[config.mk]
export PLATFORM = sky130hd
export DESIGN_NAME = reducer_request_scheduler
export DESIGN_NICKNAME = d
export VERILOG_FILES = /design/src/rtl/reducer_request_scheduler.sv
export SDC_FILE = /design/constraint.sdc
export NUM_CORES = 1
export LEC_CHECK = 0
export CAP_MARGIN = 20
export CORE_MARGIN = 3
export CORE_UTILIZATION = 39
export CTS_BUF_LIST = sky130_fd_sc_hd__clkbuf_4
export CTS_CLUSTER_DIAMETER = 200
export DETAILED_ROUTE_END_ITERATION = 10
export PLACE_DENSITY = 0.79
export SETUP_SLACK_MARGIN = 0.4
export SLEW_MARGIN = 20
export SYNTH_ARGS = -nofsm -noshare
export SYNTH_HDL_FRONTEND = slang
export SYNTH_SLANG_ARGS = --single-unit
[constraint.sdc]
create_clock -name clk -period 5.35 [get_ports clk]
set_clock_uncertainty 0.2 [all_clocks]
set_input_delay 1.3375 -clock clk [delete_from_list [all_inputs] [get_ports clk]]
set_output_delay 1.3375 -clock clk [all_outputs]
set_load 0.02 [all_outputs]
[src/rtl/reducer_request_scheduler.sv]
// reducer_request_scheduler
// Shares a single Payne-Hanek reducer between two requesters. A round-robin
// arbiter picks one operand at a time. Operands the reducer cannot handle
// (Inf/NaN, or magnitudes too small for its table index) are answered
// directly. All other operands are issued once and held stable on
// red_data_in while the reducer works. A watchdog abandons a reduction whose
// out_valid never arrives. Each result leaves with its tag on one
// valid/ready port.
module reducer_request_scheduler #(
    parameter int TAG_W   = 4,
    parameter int TIMEOUT = 15
) (
    input  logic             clk,
    input  logic             rst,
    input  logic             req0_valid,
    output logic             req0_ready,
    input  logic [31:0]      req0_data,
    input  logic [TAG_W-1:0] req0_tag,
    input  logic             req1_valid,
    output logic             req1_ready,
    input  logic [31:0]      req1_data,
    input  logic [TAG_W-1:0] req1_tag,
    output logic             red_in_valid,
    output logic [31:0]      red_data_in,
    input  logic             red_out_valid,
    input  logic [4:0]       red_q,
    input  logic [63:0]      red_f,
    output logic             rsp_valid,
    input  logic             rsp_ready,
    output logic             rsp_src,
    output logic [TAG_W-1:0] rsp_tag,
    output logic [31:0]      rsp_x,
    output logic [4:0]       rsp_q,
    output logic [63:0]      rsp_f,
    output logic [2:0]       rsp_flags,
    output logic             busy
);

    localparam int CNT_W = (TIMEOUT > 2) ? $clog2(TIMEOUT) : 1;
    localparam logic [CNT_W-1:0] CNT_LAST = CNT_W'(TIMEOUT - 1);

    typedef enum logic [1:0] {
        IDLE  = 2'd0,
        ISSUE = 2'd1,
        WAIT  = 2'd2,
        RESP  = 2'd3
    } state_t;

    state_t             state_reg;
    logic               rr_reg;
    logic [CNT_W-1:0]   cnt_reg;
    logic               red_in_valid_reg;
    logic [31:0]        red_data_in_reg;
    logic               rsp_valid_reg;
    logic               rsp_src_reg;
    logic [TAG_W-1:0]   rsp_tag_reg;
    logic [31:0]        rsp_x_reg;
    logic [4:0]         rsp_q_reg;
    logic [63:0]        rsp_f_reg;
    logic [2:0]         rsp_flags_reg;

    // Requester inputs gathered into index-addressable form
    logic [1:0]         req_valid;
    logic [31:0]        req_data [2];
    logic [TAG_W-1:0]   req_tag  [2];
    logic [1:0]         ready_vec;

    logic               idle;
    logic               grant_idx;
    logic               handshake;
    logic [31:0]        sel_data;
    logic [TAG_W-1:0]   sel_tag;
    logic [7:0]         sel_exp;

    assign req_valid   = {req1_valid, req0_valid};
    assign req_data[0] = req0_data;
    assign req_data[1] = req1_data;
    assign req_tag[0]  = req0_tag;
    assign req_tag[1]  = req1_tag;

    assign idle      = (state_reg == IDLE);
    // A lone requester wins outright; contention is settled by the rr pointer
    assign grant_idx = (req_valid[0] & req_valid[1]) ? rr_reg : req_valid[1];
    assign handshake = idle & ~rst & (|req_valid);
    assign sel_data  = req_data[grant_idx];
    assign sel_tag   = req_tag[grant_idx];
    assign sel_exp   = sel_data[30:23];

    genvar gi;
    generate
        for (gi = 0; gi < 2; gi++) begin : g_ready
            assign ready_vec[gi] = idle & ~rst & req_valid[gi] & (grant_idx == 1'(gi));
        end
    endgenerate

    assign req0_ready   = ready_vec[0];
    assign req1_ready   = ready_vec[1];
    assign busy         = (state_reg != IDLE);
    assign red_in_valid = red_in_valid_reg;
    assign red_data_in  = red_data_in_reg;
    assign rsp_valid    = rsp_valid_reg;
    assign rsp_src      = rsp_src_reg;
    assign rsp_tag      = rsp_tag_reg;
    assign rsp_x        = rsp_x_reg;
    assign rsp_q        = rsp_q_reg;
    assign rsp_f        = rsp_f_reg;
    assign rsp_flags    = rsp_flags_reg;

    // Scheduler FSM: grant/classify, single-cycle issue, watchdog wait, hold response
    always_ff @(posedge clk or posedge rst) begin
        if (rst) begin
            state_reg        <= IDLE;
            rr_reg           <= 1'b0;
            cnt_reg          <= '0;
            red_in_valid_reg <= 1'b0;
            red_data_in_reg  <= '0;
            rsp_valid_reg    <= 1'b0;
            rsp_src_reg      <= 1'b0;
            rsp_tag_reg      <= '0;
            rsp_x_reg        <= '0;
            rsp_q_reg        <= '0;
            rsp_f_reg        <= '0;
            rsp_flags_reg    <= '0;
        end else begin
            case (state_reg)
                IDLE: begin
                    if (handshake) begin
                        rr_reg      <= ~grant_idx;
                        rsp_src_reg <= grant_idx;
                        rsp_tag_reg <= sel_tag;
                        rsp_x_reg   <= sel_data;
                        rsp_q_reg   <= '0;
                        rsp_f_reg   <= '0;
                        if (sel_exp == 8'hFF) begin
                            // Inf/NaN: no meaningful reduction exists
                            rsp_flags_reg <= 3'b010;
                            rsp_valid_reg <= 1'b1;
                            state_reg     <= RESP;
                        end else if (sel_exp < 8'd150) begin
                            // Below 2^23 the reducer's table index would wrap
                            rsp_flags_reg <= 3'b001;
                            rsp_valid_reg <= 1'b1;
                            state_reg     <= RESP;
                        end else begin
                            rsp_flags_reg    <= 3'b000;
                            red_in_valid_reg <= 1'b1;
                            red_data_in_reg  <= sel_data;
                            state_reg        <= ISSUE;
                        end
                    end
                end
                ISSUE: begin
                    red_in_valid_reg <= 1'b0;
                    cnt_reg          <= '0;
                    state_reg        <= WAIT;
                end
                WAIT: begin
                    // A real result beats a watchdog expiry in the same cycle
                    if (red_out_valid) begin
                        rsp_q_reg     <= red_q;
                        rsp_f_reg     <= red_f;
                        rsp_flags_reg <= 3'b000;
                        rsp_valid_reg <= 1'b1;
                        state_reg     <= RESP;
                    end else if (cnt_reg == CNT_LAST) begin
                        rsp_q_reg     <= '0;
                        rsp_f_reg     <= '0;
                        rsp_flags_reg <= 3'b100;
                        rsp_valid_reg <= 1'b1;
                        state_reg     <= RESP;
                    end else begin
                        cnt_reg <= cnt_reg + 1'b1;
                    end
                end
                RESP: begin
                    if (rsp_ready) begin
                        rsp_valid_reg <= 1'b0;
                        state_reg     <= IDLE;
                    end
                end
                default: state_reg <= IDLE;
            endcase
        end
    end

endmodule

## Word-level counts from Yosys, hierarchy flattened

Index checks and enable logic that the tools add are counted.

| word-level totals | value |
|---|---|
| output and inout bits | 146 |
| input bits | 147 |
| register bits | 150 |

| cells by class | value |
|---|---|
| order comparisons | 2 |
| eq/ne operators | 13 |
| bitwise gates (word level) | 12 |
| multiplexer cells | 42 |
| reduce and logical (&&, ||, !) cells | 14 |
| add/sub/neg operators | 1 |

Operators with widths:

| operator | count |
|---|---|
| 64-bit two-way mux | 3 |
| 64-bit one-hot mux with 2 select lines | 1 |
| 32-bit two-way mux | 3 |
| 4-bit two-way mux | 5 |
| 5-bit two-way mux | 3 |
| 2-bit two-way mux | 7 |
| 1-bit two-way mux | 11 |
| 2-bit != test, second input constant | 5 |
| 5-bit one-hot mux with 2 select lines | 1 |
| 3-bit two-way mux | 3 |
| 3-bit AND reduction | 3 |
| 8-bit equality test, second input constant | 1 |
| 8-bit less-than comparator, second input constant | 1 |
| 2-bit one-hot mux with 4 select lines | 1 |
| 4-bit one-hot mux with 2 select lines | 1 |
| 4-bit AND reduction | 2 |
| 2-bit nonzero test | 4 |
| 1-bit bitwise AND | 7 |
| 3-bit one-hot mux with 2 select lines | 1 |
| 5-bit AND reduction | 1 |
| 4-bit by 1-bit adder with 4-bit output, second input constant | 1 |
| 2-bit equality test, second input constant | 2 |
| 4-bit equality test, second input constant | 1 |
| 1-bit inverter | 4 |
| 12 further kinds | 12 |

## Logic depth before layout (Yosys ltp)

Gate-level depths: netlist (run 1).

| logic depth | value |
|---|---|
| word-level depth | 11 |
| mapped depth | 10 |
| mapped depth without buffers | 7 |

## Worst setup path before layout (run 1)

OpenSTA, ideal clock, no wires.

| timing path | value |
|---|---|
| path type | input -> output |
| start point | in req0_valid |
| end point | out req0_ready |
| arrival time | 2.367 ns |
| stages | 4 |
| path slack | 1.445 ns |
| data required time | 3.813 ns |
| cells stage by stage | inv_1 > o21a_1 > buf_6 > nor3_1 |

| between the ends | value |
|---|---|
| longest elaborated chain between the ends | 4 |
| elaborated cells on any way between the ends | 5 |

RTL lines:

| element | line | text |
|---|---|---|
| from (decl) | 15 | `input logic req0_valid,` |
| 1-bit bitwise AND | 83 | `assign grant_idx = (req_valid[0] & req_valid[1]) ? rr_reg : req_valid[1];` |
| 1-bit two-way mux | 83 |  |
| 1-bit inverter | 92 | `assign ready_vec[gi] = idle & ~rst & req_valid[gi] & (grant_idx == 1'(gi));` |
| 1-bit bitwise AND (*) | 92 |  |
| to (decl) | 16 | `output logic req0_ready,` |

Every way passes the cells marked *; elsewhere a longest branch is shown, timed or not.

## Final worst setup path (run 1)

Ends and elaborated chain as after synthesis.

==> flow_summary.yaml, run 1 <==
drt:
  ant_nets: 0
  top_layer: "met4"
  drt-initial-drc-count: 358
  wl_met3_mm: 1.63
  wl_per_cell_um: 16.9
  m1WireLength_mm: 7.85
  via_count: 5786
  drt_pass1_iterations: 5
  drc: 0
  totalWireLength_mm: 19.6
  dr_wl_met2_mm: 9.42
  via_per_inst: 4.98
logic_synthesis:
  yosysTopAreaCell: "dfrtp_1"
  yosysUniqueCellTypes: 36
  synth_area_um2: 6400
  async_flop_share: 1.00
  yosys-top-cells-area: "dfrtp_1 59%, nand2_1 11%, o21ai_0 8.0%, mux2i_1 4.2%, a31oi_1 2.6%"
  synthTopCellsByCount: "191 x nand2_1, 150 x dfrtp_1, 102 x o21ai_0"
  synth_flop_cell: "dfrtp_1"
  synth.avg_cell_area_um2: 9.76
  seq_area_frac_synth: 0.586
  ys_ff_latch: 150
  yosysMostFrequentCell: "nand2_1"
  netlist.area_leader.share: 0.586
  syn_nets: 810
  ys_warn_count: 0
  synth_edf_count: 0
  postSynthCellCount: 656
power:
  p_clk_frac: 0.122
  p_int_w: 0.00303
  power_switching_w: 0.00223
  switching_share: 0.424
  max-vdd-ir-drop_uv: 334
  power_w: 0.00527
  pwr-share-comb: 0.521
  power_leakage_nw: 4.18
  power_frac_seq: 0.357
  p_per_area_nw_per_um2: 539
global_route:
  groute.usage.overall: 0.217
  grt_max_degree: 84
  globalRouteOverflowTotal: 0
  grt_pass1_vias: 5629
  antenna_found_initial: 2
  grt_pass1_wl_mm: 30.5
setup_path:
  reg2reg_to: "red_data_in[28]$_DFFE_PP0P_"
  ff2ff_path_depth: 8
  endpoint_kind: "output pin"
  required_ns: 3.81
  critPathKind: "input pin to output pin"
  crit_path_start_kind: "input pin"
  r2r_slack_ns: 2.59
  reg2reg_from: "state_reg[0]$_DFFE_PP0P_"
  cp.arrival_ns: 3.14
  cp_max_fo: 6
timing:
  fmax_mhz: 214
  tightest_slew_ns: 0.859
  fin_crit_ns: 4.67
  hold_violations: 0
  timing.slew.headroom: 0.427
  rsz0062_at_grt: "false"
  whs_ns: 0.292
  setup_tns_ns: 0
  setup_ws_ns: 0.677
  fin_crit_sh: 0.873
  slew_viol_final: 0
  setup_viol: 0
floorplan:
  fp.dieH_um: 134
  dieArea_um2: 18000
  num_io_pins: 293
  core_area_um2: 16000
  start_util: 0.400
  die_w_um: 134
  rows: 46
clocking:
  cts.sinks: 150
  tritoncts: "done"
  clk_pin_slew_ns: 0.14
  cts_resized: 0
  cts_inserted_buffers: 17
  cts_setup_buffers: 0
  clk_latency_ns: 0.55
  hold_buffers: 0
  clock_path_buffers: 2
  cts-root-buf: "clkbuf_4"
  htreeDepth: 4
layout:
  largest_register_ffs: 64
  drive_gt1_frac: 0.0679
  final_core_utilization: 0.610
  nNetsFinal: 1084
  area_growth_pct: 52.5
placement:
  numPortBuffers: 292
  dpl.hpwl_mm: 14.3
  routabilityCongestion: 0.849
  pre_cts_ws_ns: 0.676
worst_hold_path:
  whs_path_depth: 2
  hold_class: "flip-flop to flip-flop"
  hold_end: "rsp_x[14]$_DFFE_PP0P_"
  hp-start: "rsp_x[14]$_DFFE_PP0P_"
run:
  drv_cap: 0
run_status:
  run_status: "finished clean"
-- routing by layer --
metal | up-vias | global-route usage
met5 | - | 0
met2 | 232 | 0.352
met4 | 0 | 0.0939
li1 | 2782 | -
met1 | 2728 | 0.269
met3 | 44 | 0.0675
-- final cells by class --
type                    count  area [um^2]
fillers                  1378         6240
flip-flops and latches    150         3750
repair buffers            303         3020
multi-input cells         446         2410
well taps                 216          270
clock buffers              17          128
clock inverters            15          121
inverters                  12         48.8
diodes                      2         5.00
-- worst max-delay path by stage --
stage,slack [ns],cells after the start,from,end
after CTS,0.67,6,req0_valid,req0_ready
after floorplan,1.45,4,req0_valid,req0_ready
after global routing,0.62,4,rst,req1_ready
final,0.68,6,req0_valid,req0_ready
after detailed placement,0.68,6,req0_valid,req0_ready
after global placement,0.70,6,req0_valid,req0_ready
-- cell usage in the layout, fill, tap and decap left out, types with 2 or more instances in the layout --
cell,n
clkdlybuf4s50_1,292
nand2_1,191
dfrtp_1,150
o21ai_0,102
a21oi_1,29
a31oi_1,27
mux2i_1,26
clkbuf_4,17
inv_1,11
mux2_2,11
nor2_1,11
buf_4,9
ha_1,7
clkinvlp_4,5
nand2b_1,4
nor3_1,4
a222oi_1,4
inv_6,4
nand4_1,3
inv_8,3
diode_2,2
o21ai_4,2
mux2_4,2
and3_1,2
nor2b_1,2
o31ai_1,2
a21o_1,2
xor2_1,2
clkinv_2,2
-- worst max-delay path: stages --
cell	delay, ns
clkdlybuf4s50_1	0.48
inv_1	0.09
o21a_1	0.28
nor3_1	0.17
buf_4	0.17
clkdlybuf4s50_1	0.62
-- logic make-up after synthesis --
group,after synthesis,share of synthesized area
DFF,150,0.586
xor gates and xnor gates,2,0.00274
AOI/OAI and AO/OA,174,0.150
adders and majority gates,7,0.0137
muxes,40,0.0663
buffers and inverters,60,0.0434
and+or+nand+nor,223,0.138
-- power by group through the flow --
stage	clock (W)	sequential (W)	combinational, W
global placement	0	0.00189	0.00273
global route	0.000720	0.00194	0.00295
finish	0.000642	0.00188	0.00275
floorplan	0	0.00246	0.000836
CTS	0.000675	0.00188	0.00277
detailed placement	0	0.00190	0.00276
-- through the flow --
step                std cells  instance area [um^2]
finish                   1161                  9760
global route             1161                  9760
CTS                      1159                  9750
detailed placement       1127                  9500
global placement         1127                  9500
floorplan                 656                  6400
Power figures use the tool's default switching activity.
==> inputs of run 2 (changes only) <==
- SKIP_LAST_GASP: unset -> 1
==> results of run 2 <==
Final layout, timing and power as in run 1 (identical DEF).
==> inputs of run 3 (changes only) <==
- SKIP_LAST_GASP: 1 -> unset
- SLEW_MARGIN: 20 -> unset
==> flow_summary.yaml, run 3 (same netlist as run 1, synthesis figures left out) <==
clocking:
  htreeDepth: 4
  cts-root-buf: "clkbuf_4"
  cts.sinks: 150
  cts_setup_buffers: 0
  clk_latency_ns: 0.55
  clk_pin_slew_ns: 0.14
  hold_buffers: 0
  cts_inserted_buffers: 17
  clock_path_buffers: 2
  cts_resized: 0
  tritoncts: "done"
layout:
  layout_common_cells: "292 x clkdlybuf4s50_1, 191 x nand2_1, 150 x dfrtp_1, 102 x o21ai_0, 29 x a21oi_1"
  drive_gt1_frac: 0.0698
  final_common_cell: "clkdlybuf4s50_1"
  n_fill_cell: 1368
  area_growth_pct: 53.1
  fin_area_um2: 9800
  seq_area_um2: 3750
  instances_no_fill: 1163
  multi_input_area_um2: 2410
  largest_register_ffs: 64
  nNetsFinal: 1086
placement:
  numPortBuffers: 292
  dpl.hpwl_mm: 14.3
  dp_cells: 1127
  routabilityCongestion: 0.849
  place_area_um2: 9500
timing:
  setup_viol: 0
  fin_crit_sh: 0.875
  fmax_mhz: 214
  whs_ns: 0.292
  fin_crit_ns: 4.68
  slew_viol_final: 0
  setup_tns_ns: 0
  hold_violations: 0
  timing.slew.headroom: 0.427
  rsz0062_at_grt: "false"
  tightest_slew_ns: 0.860
setup_path:
  critPathKind: "input pin to output pin"
  cp_max_fo: 6
  required_ns: 3.81
  endpoint_kind: "output pin"
  crit_path_start_kind: "input pin"
  cp.arrival_ns: 3.15
global_route:
  groute.usage.overall: 0.217
  grt_pass1_vias: 5629
  grt_max_degree: 84
  antenna_found_initial: 2
  globalRouteOverflowTotal: 0
  grt_pass1_wl_mm: 30.5
worst_hold_path:
  hold_class: "flip-flop to flip-flop"
drt:
  drt_pass1_iterations: 5
  totalWireLength_mm: 19.6
  drt-initial-drc-count: 342
  via_per_inst: 4.96
  wl_per_cell_um: 16.8
  via_count: 5769
  drc: 0
  ant_nets: 0
power:
  max-vdd-ir-drop_uv: 334
  p_per_area_nw_per_um2: 538
  power_leakage_nw: 4.20
  power_w: 0.00527
floorplan:
  core_area_um2: 16000
  die_w_um: 134
  num_io_pins: 293
  fp.dieH_um: 134
  start_util: 0.400
  rows: 46
  dieArea_um2: 18000
run_status:
  run_status: "finished clean"
run:
  drv_cap: 0
[run 3: metrics by stage]
| stage | setup WS, ns | utilization |
|---|---|---|
| 2_1_floorplan | 1.45 | - |
| 3_3_place_gp | 0.701 | 0.594 |
| 3_5_place_dp | 0.676 | 0.594 |
| 4_1_cts | 0.670 | 0.609 |
| 5_1_grt | 0.624 | 0.613 |
| 6_report | 0.667 | 0.613 |
[run 3: where the power goes]
| group | switching, W | leakage [nW] | internal (W) |
|---|---|---|---|
| Combinational | 0.00152 | 2.14 | 0.00123 |
| Clock | 0.000449 | 0.129 | 0.000195 |
| Sequential | 0.000267 | 1.93 | 0.00161 |
[run 3: layout make-up]
cell class,instances,area share
diodes,2,0.000511
clock buffers,17,0.0130
clock inverters,15,0.0124
inverters,12,0.00498
multi-input cells,446,0.246
flip-flops and latches,150,0.383
well taps,216,0.0276
repair buffers,305,0.313
[run 3: worst paths after layout]
check / startpoint / slack, ns / cells past startpoint / endpoint
min in group asynchronous: rst / 1.01 / 3 / rsp_x[27]$_DFFE_PP0P_
max reg2reg: state_reg[0]$_DFFE_PP0P_ / 2.58 / 8 / red_data_in[28]$_DFFE_PP0P_
max in group asynchronous: rst / 3.12 / 3 / rsp_f[45]$_DFFE_PP0P_
min reg2reg: rsp_x[14]$_DFFE_PP0P_ / 0.29 / 2 / rsp_x[14]$_DFFE_PP0P_
max: req0_valid / 0.67 / 6 / req0_ready
min: rsp_x[14]$_DFFE_PP0P_ / 0.29 / 2 / rsp_x[14]$_DFFE_PP0P_
[run 3: worst max-delay path, stage by stage]
cell	delay, ns
clkdlybuf4s50_1	0.48
inv_1	0.09
o21a_1	0.29
nor3_1	0.17
buf_4	0.17
clkdlybuf4s50_1	0.62
[run 3: per-layer routing]
layer	routed length (um)	vias up	GRT usage
li1	-	2789	-
met1	7800	2715	0.269
met2	9490	223	0.352
met3	1630	42	0.0675
met4	638	0	0.0939
met5	0	-	0
==> RTL edit 1 (config.mk and constraints of run 3) <==
The parameter `TIMEOUT` goes from 15 to 14.
--- a/src/rtl/reducer_request_scheduler.sv
+++ b/src/rtl/reducer_request_scheduler.sv
@@ -8,7 +8,7 @@
 // valid/ready port.
 module reducer_request_scheduler #(
     parameter int TAG_W   = 4,
-    parameter int TIMEOUT = 15
+    parameter int TIMEOUT = 14
 ) (
     input  logic             clk,
     input  logic             rst,
Behaviour: no difference found for any inputs over 4 cycles, from zero or initial values and one cycle with rst high; that may be too few to reach the edited logic, so the function may still have changed.
==> RTL edit 1 against run 3 <==
  * Maximum frequency down 0.49%
  * Sequential cell count is the same
  * Total power up 0.17%
  * Cell area shrank 0.29%
  * Worst hold slack got worse by 0.0052 ns
  * Largest power group unchanged
  * Wire length shrank 1.6%
  * Critical endpoint unchanged
  * Setup slack worse by 0.023 ns
  * Synthesized area did not move
  * Via count is 1.8% lower
==> RTL edit 1: results (changes against run 3) <==
Status -> finished clean
Syn_nets -> 809 (-0.12%)
Max_slew headroom -> 36.14% (-6.6 points)
Met2 Resource Use GR -> 34.98% (-0.20 points)
Placed Area -> 9507 um2 (about the same)
Clk pin slew, worst setup/hold paths -> 0.12 ns (-0.02 ns)
Hpwl dp -> 13,910 um (-2.7%)
Wire length on met1 -> 8060 um (+3.3%)
Avg WL per Cell -> 16.62 um (-1.2%)
Fillers -> 1,414 (+3.4%)
Top cells by count, synth -> nand2_1, dfrtp_1, o21ai_0, clkbuf_1, a21oi_1
Avg Inst Size Synth -> 9.773 um2 (+0.15%)
DRT iter0 DRCs -> 375 (+9.6%)
Via density -> 4.891 (-1.4%)
Met3 wire length -> 1048 um (-36%)
GRT Total Usage -> 20.83% (-0.86 points)
Signal buffers -> 302 (-0.98%)
Initial antenna violation count -> 1 (-1)
Post-Layout Cell Count -> 1,158 (-0.43%)
Layout Nets -> 1,082 (-0.37%)
NonClk Buf Share -> 31.18% (-0.087 points)
FFs & Latches -> 150 (unchanged)
Diode count -> 1 (-1)
Largest net degree at the start of global routing -> 151 (+80%)
Clock-cell share -> 2.509% (-0.031 points)
# clk buffers -> 18 (+1)
Metal2 WL -> 9714 um (+2.4%)
Multi-input gates -> 445 (-0.22%)
M1 GR Usage -> 26.27% (-0.65 points)
==> RTL edit 1: cell count changes after synthesis <==
cell,run 3,this run
a21oi_1,29,28
nor2_1,11,10
xor2_1,2,3
==> RTL edit 1: path summary, 6_finish.rpt <==
check                           startpoint               to  slack [ns]  cells after the start
min                        red_data_in[30]  red_data_in[30]        0.29                      1
min in group asynchronous              rst       rsp_tag[1]        1.16                      3
max reg2reg                         rr_reg  red_data_in[25]        2.37                      6
max                             req0_valid       req0_ready        0.64                      6
min reg2reg                red_data_in[30]  red_data_in[30]        0.29                      1
max in group asynchronous              rst        rsp_f[48]        3.10                      3
==> RTL edit 1: critical path, cell delays in order <==
cell             delay [ns]
clkdlybuf4s50_1        0.48
inv_1                  0.09
o21a_1                 0.31
nor3_1                 0.19
buf_4                  0.17
clkdlybuf4s50_1        0.60
==> RTL edit 1: metrics by stage <==
stage | worst slack, ns | utilization (%)
after floorplan | 1.445 | -
after global placement | 0.6522 | 59.42
after detailed placement | 0.6557 | 59.42
after CTS | 0.6336 | 60.95
after global routing | 0.4832 | 61.09
final | 0.6444 | 61.09
==> RTL edit 1: kinds of logic (layout without fill, tap and decap cells) <==
group	Yosys count	count (layout)	share of synthesized area, %
simple gates	222	222	13.74
compound gates	173	173	14.87
flops	150	150	58.64
buf+inv	60	346	4.339
mux	40	40	6.626
fa+ha+maj	7	7	1.368
xor+xnor	3	3	0.4106
other cells	0	1	0
==> RTL edit 1: report_power, final <==
group | internal [mW] | leakage, nW | total [mW] | switching (mW)
logic | 1.24 | 2.12 | 2.77 | 1.52
clock network | 0.230 | 0.137 | 0.639 | 0.409
registers | 1.61 | 1.93 | 1.88 | 0.267
==> RTL edit 2 (config.mk and constraints of run 3) <==
Made on the original files. Re-encode `state_t` (4 states) as one-hot, 4 bits wide.
--- a/src/rtl/reducer_request_scheduler.sv
+++ b/src/rtl/reducer_request_scheduler.sv
@@ -39,11 +39,11 @@
     localparam int CNT_W = (TIMEOUT > 2) ? $clog2(TIMEOUT) : 1;
     localparam logic [CNT_W-1:0] CNT_LAST = CNT_W'(TIMEOUT - 1);
 
-    typedef enum logic [1:0] {
-        IDLE  = 2'd0,
-        ISSUE = 2'd1,
-        WAIT  = 2'd2,
-        RESP  = 2'd3
+    typedef enum logic [3:0] {
+        IDLE  = 4'b0001,
+        ISSUE = 4'b0010,
+        WAIT  = 4'b0100,
+        RESP  = 4'b1000
     } state_t;
 
     state_t             state_reg;
Formal check against the unedited RTL: same outputs for any inputs over 4 cycles, from zero or initial values and one cycle with rst high; so few cycles prove little.
==> RTL edit 2 against run 3 <==
  * Wire length is 8.6% lower
  * Largest power group unchanged
  * Cell area is 2.4% lower
  * Global-route usage is 1.2 points lower
  * Synthesized area is 4.8% lower
  * Sequential power is 11% lower
  * Die area is 4.6% lower
  * Setup slack worse by 0.073 ns
  * Sequential cell count is 2 higher
  * Total power is 20% lower
==> RTL edit 2: results (changes against run 3) <==
Initial antenna violation count -> 1 (-1)
CP arrival -> 3.22 ns (+0.07 ns)
Pre-CTS setup slack -> 0.6443 ns (-0.03209 ns)
Max_slew headroom -> 52.84% (+10 points)
Biggest cell delay along the critical path -> 0.73 ns (+0.11 ns)
Layout Nets -> 928 (-15%)
Period minus WS final -> 4.756 ns (+0.07323 ns)
Top cells by count, synth -> dfrtp_1, a22o_1, mux2i_1, nand2_1, o21ai_0
R2r worst-path depth -> 5 (-3)
Hold Crit Depth -> 1 (-1)
Dpl cells -> 970 (-14%)
M1 GR Usage -> 25.19% (-1.7 points)
Sequential area share after synthesis -> 62.47% (+3.8 points)
Via count -> 5,049 (-12%)
Avg Inst Size Synth -> 12.48 um2 (+28%)
Share of cells above drive strength 1 -> 7.955% (+0.97 points)
GPL Wtd Cong -> 0.9032 (+6.4%)
DR pass1 iterations -> 4 (-1)
Min-Delay Startpoint -> red_data_in[30]
Status -> finished clean
Fillers -> 1,203 (-12%)
First-pass GRT wire length -> 26,960 um (-12%)
Clk pin slew, worst setup/hold paths -> 0.11 ns (-0.03 ns)
VDD IR max -> 0.1575 mV (-53%)
Met2 Resource Use GR -> 33.03% (-2.1 points)
Leakage -> 4.312 nW (+2.8%)
Worst Setup EP -> req1_ready
Largest net degree at the start of global routing -> 85 (+1.2%)
DRT iter0 DRCs -> 260 (-24%)
Netlist cell types -> 40 (+11%)
GRT Total Usage -> 20.45% (-1.2 points)
Top post-synthesis cells by area -> dfrtp_1, a22o_1, mux2i_1
Final wirelength -> 17,870 um (-8.6%)
RTL edit 2: per-layer routing:
metal  vias up  wire length (um)
li1       2338                 -
met1      2443              7225
met2       241              8696
met3        25              1613
met4         2               323
met5         -                13
RTL edit 2: where the power goes:
part / leakage, nW / switching [mW] / internal [mW]
registers: 1.97 / 0.198 / 1.47
clock network: 0.155 / 0.406 / 0.338
logic: 2.19 / 0.950 / 0.865
RTL edit 2: layout make-up:
class                   count  area [um2]  share of cell area (%)
multi-input cells         277        2066                   21.59
inverters                  30       116.4                   1.216
well taps                 211       264.0                   2.759
clock inverters            12       152.6                   1.595
flip-flops and latches    152        3805                   39.76
repair buffers            301        3013                   31.49
diodes                      1       2.502                 0.02615
clock buffers              20       150.1                   1.569
RTL edit 2: cells by family after synthesis:
logic type	after synthesis	share of synthesized area, %
buffers and inverters	59	4.006
muxes	65	10.95
DFF	152	62.47
xor gates and xnor gates	1	0.1438
adders and majority gates	2	0.4108
and+or+nand+nor	86	6.820
AOI/OAI and AO/OA	123	15.20
